`src/rtl/ex_stage_mem_reg.sv`:
```
// Execute stage with EX/MEM pipeline register: forwarding muxes, ALU, and an
// iterative shift-add multiplier that stalls upstream. Define FAST_MUL_EN for a single-cycle multiply.
module ex_stage_mem_reg #(
  parameter int DATA_W = 32,
  parameter int REG_W  = 5
) (
  input  logic              clk,
  input  logic              rst,
  input  logic              i_ALUSrc,
  input  logic [3:0]        i_ALUop,
  input  logic              i_RegDst,
  input  logic              i_MemRead,
  input  logic              i_MemWrite,
  input  logic              i_RegWrite,
  input  logic              i_MemToReg,
  input  logic [DATA_W-1:0] i_data1,
  input  logic [DATA_W-1:0] i_data2,
  input  logic [DATA_W-1:0] i_imm,
  input  logic [REG_W-1:0]  i_rt,
  input  logic [REG_W-1:0]  i_rd,
  input  logic [1:0]        i_fwd_a,
  input  logic [1:0]        i_fwd_b,
  input  logic [DATA_W-1:0] i_mem_fwd,
  input  logic [DATA_W-1:0] i_wb_fwd,
  input  logic              i_flush,
  output logic              o_stall,
  output logic              o_MemRead,
  output logic              o_MemWrite,
  output logic              o_RegWrite,
  output logic              o_MemToReg,
  output logic [DATA_W-1:0] o_alu_result,
  output logic [DATA_W-1:0] o_store_data,
  output logic [REG_W-1:0]  o_dst,
  output logic              o_zero
);

  localparam logic [3:0] OP_AND = 4'b0000;
  localparam logic [3:0] OP_OR  = 4'b0001;
  localparam logic [3:0] OP_ADD = 4'b0010;
  localparam logic [3:0] OP_SUB = 4'b0110;
  localparam logic [3:0] OP_SLT = 4'b0111;
  localparam logic [3:0] OP_MUL = 4'b1000;
  localparam logic [3:0] OP_NOR = 4'b1100;

  logic [DATA_W-1:0] w_op_a;
  logic [DATA_W-1:0] w_fwd_b;
  logic [DATA_W-1:0] w_op_b;
  logic [DATA_W-1:0] w_alu_res;
  logic [REG_W-1:0]  w_dst;
  logic              w_lt;

  always_comb begin
    case (i_fwd_a)
      2'b01:   w_op_a = i_wb_fwd;
      2'b10:   w_op_a = i_mem_fwd;
      default: w_op_a = i_data1;
    endcase
    case (i_fwd_b)
      2'b01:   w_fwd_b = i_wb_fwd;
      2'b10:   w_fwd_b = i_mem_fwd;
      default: w_fwd_b = i_data2;
    endcase
  end

  assign w_op_b = i_ALUSrc ? i_imm : w_fwd_b;
  assign w_dst  = i_RegDst ? i_rd : i_rt;
  assign w_lt   = $signed(w_op_a) < $signed(w_op_b);

  always_comb begin
    w_alu_res = '0;
    case (i_ALUop)
      OP_AND: w_alu_res = w_op_a & w_op_b;
      OP_OR:  w_alu_res = w_op_a | w_op_b;
      OP_ADD: w_alu_res = w_op_a + w_op_b;
      OP_SUB: w_alu_res = w_op_a - w_op_b;
      OP_SLT: w_alu_res = {{(DATA_W-1){1'b0}}, w_lt};
      OP_NOR: w_alu_res = ~(w_op_a | w_op_b);
`ifdef FAST_MUL_EN
      OP_MUL: w_alu_res = w_op_a * w_op_b;
`endif
      default: w_alu_res = '0;
    endcase
  end

`ifdef FAST_MUL_EN

  assign o_stall = 1'b0;

  always_ff @(posedge clk) begin
    if (!rst) begin
      o_MemRead    <= 1'b0;
      o_MemWrite   <= 1'b0;
      o_RegWrite   <= 1'b0;
      o_MemToReg   <= 1'b0;
      o_alu_result <= '0;
      o_store_data <= '0;
      o_dst        <= '0;
      o_zero       <= 1'b0;
    end else if (i_flush) begin
      o_MemRead  <= 1'b0;
      o_MemWrite <= 1'b0;
      o_RegWrite <= 1'b0;
      o_MemToReg <= 1'b0;
    end else begin
      o_MemRead    <= i_MemRead;
      o_MemWrite   <= i_MemWrite;
      o_RegWrite   <= i_RegWrite;
      o_MemToReg   <= i_MemToReg;
      o_alu_result <= w_alu_res;
      o_store_data <= w_fwd_b;
      o_dst        <= w_dst;
      o_zero       <= (w_alu_res == '0);
    end
  end

`else

  localparam int CNT_W = (DATA_W > 1) ? $clog2(DATA_W) : 1;
  localparam logic [CNT_W-1:0] CNT_LAST = CNT_W'(DATA_W - 1);

  typedef enum logic [1:0] {S_IDLE, S_BUSY, S_DONE} state_t;

  state_t            r_state;
  logic [CNT_W-1:0]  r_cnt;
  logic [DATA_W-1:0] r_mcand;
  logic [DATA_W-1:0] r_mplier;
  logic [DATA_W-1:0] r_prod;
  logic [DATA_W-1:0] r_store;
  logic [REG_W-1:0]  r_dst;
  logic [3:0]        r_ctl;
  logic              w_is_mul;
  logic [DATA_W-1:0] w_prod_next;

  assign w_is_mul    = (i_ALUop == OP_MUL);
  assign w_prod_next = r_mplier[0] ? (r_prod + r_mcand) : r_prod;

  // A flush during BUSY still stalls in that cycle; the stall drops once the FSM is back in IDLE.
  assign o_stall = rst &&
                   (((r_state == S_IDLE) && w_is_mul && !i_flush) || (r_state == S_BUSY));

  always_ff @(posedge clk) begin
    if (!rst) begin
      r_state      <= S_IDLE;
      r_cnt        <= '0;
      r_mcand      <= '0;
      r_mplier     <= '0;
      r_prod       <= '0;
      r_store      <= '0;
      r_dst        <= '0;
      r_ctl        <= '0;
      o_MemRead    <= 1'b0;
      o_MemWrite   <= 1'b0;
      o_RegWrite   <= 1'b0;
      o_MemToReg   <= 1'b0;
      o_alu_result <= '0;
      o_store_data <= '0;
      o_dst        <= '0;
      o_zero       <= 1'b0;
    end else if (i_flush) begin
      r_state    <= S_IDLE;
      o_MemRead  <= 1'b0;
      o_MemWrite <= 1'b0;
      o_RegWrite <= 1'b0;
      o_MemToReg <= 1'b0;
    end else begin
      case (r_state)
        S_IDLE: begin
          if (w_is_mul) begin
            r_mcand    <= w_op_a;
            r_mplier   <= w_op_b;
            r_prod     <= '0;
            r_store    <= w_fwd_b;
            r_dst      <= w_dst;
            r_ctl      <= {i_MemRead, i_MemWrite, i_RegWrite, i_MemToReg};
            r_cnt      <= '0;
            r_state    <= S_BUSY;
            o_MemRead  <= 1'b0;
            o_MemWrite <= 1'b0;
            o_RegWrite <= 1'b0;
            o_MemToReg <= 1'b0;
          end else begin
            o_MemRead    <= i_MemRead;
            o_MemWrite   <= i_MemWrite;
            o_RegWrite   <= i_RegWrite;
            o_MemToReg   <= i_MemToReg;
            o_alu_result <= w_alu_res;
            o_store_data <= w_fwd_b;
            o_dst        <= w_dst;
            o_zero       <= (w_alu_res == '0);
          end
        end
        S_BUSY: begin
          r_prod     <= w_prod_next;
          r_mcand    <= r_mcand << 1;
          r_mplier   <= r_mplier >> 1;
          r_cnt      <= r_cnt + 1'b1;
          o_MemRead  <= 1'b0;
          o_MemWrite <= 1'b0;
          o_RegWrite <= 1'b0;
          o_MemToReg <= 1'b0;
          if (r_cnt == CNT_LAST) r_state <= S_DONE;
        end
        S_DONE: begin
          {o_MemRead, o_MemWrite, o_RegWrite, o_MemToReg} <= r_ctl;
          o_alu_result <= r_prod;
          o_store_data <= r_store;
          o_dst        <= r_dst;
          o_zero       <= (r_prod == '0);
          r_state      <= S_IDLE;
        end
        default: r_state <= S_IDLE;
      endcase
    end
  end

`endif

endmodule

```
`config.mk`:
```
export PLATFORM = sky130hd
export DESIGN_NAME = ex_stage_mem_reg
export DESIGN_NICKNAME = d
export VERILOG_FILES = /design/src/rtl/ex_stage_mem_reg.sv
export SDC_FILE = /design/constraint.sdc
export NUM_CORES = 1
export LEC_CHECK = 0
export ABC_CLOCK_PERIOD_IN_PS = 7400
export CORE_MARGIN = 2
export CORE_UTILIZATION = 56
export DETAILED_ROUTE_END_ITERATION = 8
export MAX_ROUTING_LAYER = met4
export PLACE_DENSITY = 0.88
export SLEW_MARGIN = 20
export SYNTH_ARGS = -nofsm -noshare
export SYNTH_HDL_FRONTEND = slang
export SYNTH_SLANG_ARGS = --single-unit
```
`constraint.sdc`:
```
create_clock -name clk -period 7.4 [get_ports clk]
set_input_delay 1.48 -clock clk [delete_from_list [all_inputs] [get_ports clk]]
set_output_delay 1.48 -clock clk [all_outputs]
set_load 0.05 [all_outputs]
```
==> results.cfg <==
[die]
num_rows = 65
core_um2 = 31500
die_w_um = 182
dieArea_um2 = 33200
initial_core_util_pct = 56.6
ios = 262
die_h_um = 182

[drt]
wl_um = 74500
final_antenna_net_count = 0
vias = 20700
first_iter_violations = 2516
drt-wirelength-per-cell_um = 24.1
avgViaCountPerCell = 6.72
dr.pass1.iters = 6
drc = 0

[logic_synthesis]
synth_area_leaders = dfxtp_1, ha_1, nand2_1
synth-seq-area-share_pct = 24.5
yosysTopAreaCell = dfxtp_1
synth_flop_cell = dfxtp_1
synthesis.nets = 2782
syn-cell-area_um2 = 17800
yosys.cell_types.count = 73
synth_warnings = 0
synthArstFlopShare_pct = 0
ys_ff_latch = 218
avgSynthCellArea_um2 = 7.27
synthCells = 2451
netlist.area_leader.share_pct = 24.5
synth-edff-count = 0

[worst_hold_path]
whs_path_depth = 2
hold_path.class = flip-flop to flip-flop

[layout]
layout_commonest_cell = nand2_1
fillers = 2520
design_area_um2 = 22000
syn_to_final_growth_pct = 23.6
drive_above_1_share_pct = 7.01
finalNetCount = 2997
mostFrequentLayoutCells = nand2_1, clkdlybuf4s50_1, dfxtp_1, a21oi_1, nor2_1
fin_cells = 3087

[setup_path]
critical_path.cell_chain = clkdlybuf4s50_1 > inv_1 > ha_2 > buf_4 > nor2_1 > a21oi_1 > nor2_1 > a21oi_1 > inv_1 > ha_1 > nor2_1 > nand2_1 > o221ai_1 > a211o_1 > nor2b_1 > o221a_2 > o21ai_0 > nor4_1 > nand4_1 > or4_1 > nor4_1 > a32o_1
crit_type = primary input to flip-flop
crit_slowest_cell = ha_2
startpoint = i_fwd_b[0]
r2r_end = o_zero
regToRegStartpoint = r_state[0]
slowest_delay_ns = 0.52
endpoint = o_zero
critPathMaxFanout = 14
reg2reg_slack_ns = 3.38
cp.required_ns = 7.88
crit_path_end_kind = flip-flop
critPathLaunchType = primary input
crit_arrival_ns = 7.51
r2r_cells = 13
worst_path_most_repeated_cell = nor2_1

[cts]
clk_latency_ns = 0.55
cts-buffers-inserted = 25
cts_max_path_buffers = 3
root_buffer = clkbuf_16
cts_sinks = 218
cts_tree = done
cts.clk_slew.worst_paths_ns = 0.06
htree_levels = 1

[timing]
skew_ns = 0.00745
relSlewSlack_pct = 24.8
rsz0062_at_grt = no
period_share_pct = 95.0
setup_viol = 0
min_period_ns = 7.03
worst_pin_slew_ns = 1.13
worst_slack_ns = 0.371
final_max_slew_viol_count = 0
clock.fmax_mhz = 142
finalHoldViolations = 0

[place]
pre_cts_slack_ns = -0.0341
dpl.hpwl_um = 56600
port-buffer-count = 261
placed_area_um2 = 21200
dp_cells = 3041
place_congestion = 1.05

[grt]
grt_pass1_vias = 19700
grt_max_degree = 99
grt.overflow.total = 0
grt_pass1_wl_um = 114000
antenna_found_initial = 2
grtUsageTotal_pct = 44.9

[power_and_ir_drop]
irDropWorstVdd_v = 0.000169
power_density_nw_per_um2 = 187
p_leak_nw = 9.62

[outcome]
status = finished, final reports clean

[job]
cap_violations = 0
[critical path, delay by kind of cell]
kind / cells / cell delay [ns]
simple gates: 9 / 2.39
compound gates: 7 / 1.80
buf+inv: 4 / 0.85
fa+ha+maj: 2 / 0.96
[power by group]
part / total (mW) / leakage [nW] / internal [mW] / switching [mW]
registers: 1.25 / 1.77 / 1.22 / 0.0297
clock network: 1.29 / 0.407 / 0.748 / 0.539
logic: 1.59 / 7.44 / 0.582 / 1.00
total: 4.12 / 9.62 / 2.55 / 1.57
[layout make-up]
class                   instances  area (µm²)  share of cell area [%]
clock buffers                  34         719                    3.27
flip-flops and latches        218        4360                    19.8
repair buffers                371        3460                    15.7
diodes                          2        5.00                  0.0227
multi-input cells            1930       12400                    56.3
inverters                     120         450                    2.05
clock inverters                10         113                   0.512
well taps                     402         503                    2.29
[layer usage]
metal / GRT usage (%) / part of all wire (%)
met1: 57.4 / 40
met2: 71.2 / 45
met3: 7.72 / 11
met4: 16.7 / 4.3
met5: - / 0
[flip-flops by register name (all words and copies together) (netlist names)]
name,count
r_prod,32
o_MemToReg,1
o_RegWrite,1
o_zero,1
o_alu_result,32
r_cnt,5
o_MemRead,1
o_dst,5
o_MemWrite,1
r_mplier,32
r_store,32
o_store_data,32
r_mcand,32
r_state,2
r_dst,5
r_ctl,4
[cells in the mapped netlist, drive strengths merged, types with 17 or more instances]
library cell  instances
o211a                70
mux2i                21
a221o                22
nand4                17
a211oi               18
inv                 118
nor4                 24
a21oi               215
clkbuf              166
nand3                31
and2                 53
nor3                 38
buf                  17
o211ai               86
ha                  141
nor2b                34
nor2                216
a21boi               65
a21o                 30
o21ai               158
nand2               342
dfxtp               218
a221oi               22
a22oi                90
[cell families after synthesis]
group | after synthesis | synth area share [%]
xor+xnor | 29 | 1.43
buf+inv | 303 | 6.39
fa+ha+maj | 144 | 10.2
simple gates | 827 | 21.1
flops | 218 | 24.5
compound gates | 909 | 35.2
mux | 21 | 1.18
[through the flow]
stage	total power, mW	setup TNS, ns	utilization, %	hold slack, ns
after floorplan	2.18	0	-	0.441
after global placement	2.78	0	67.3	0.448
after detailed placement	2.79	-0.0341	67.3	0.455
after CTS	4.06	0	69.9	0.463
after global routing	4.27	0	69.9	0.487
final	4.12	0	69.9	0.459
[what timing repair did]
action                     in CTS  in global routing
buffers inserted                0                  0
hold endpoints to repair        0                  0
resized for setup               0                  1
hold buffers                    0                  0
setup endpoints to repair       0                  1
[worst min-delay path by stage]
stage / slack (ns) / end / start
after floorplan: 0.44 / r_mplier[10] / r_mplier[10]
after global placement: 0.45 / o_alu_result[23] / o_alu_result[23]
after detailed placement: 0.45 / o_alu_result[13] / o_alu_result[13]
after CTS: 0.46 / o_dst[2] / o_dst[2]
after global routing: 0.49 / o_alu_result[13] / o_alu_result[13]
final: 0.46 / o_dst[2] / o_dst[2]
Note: power is estimated with default switching activity, not from simulation.
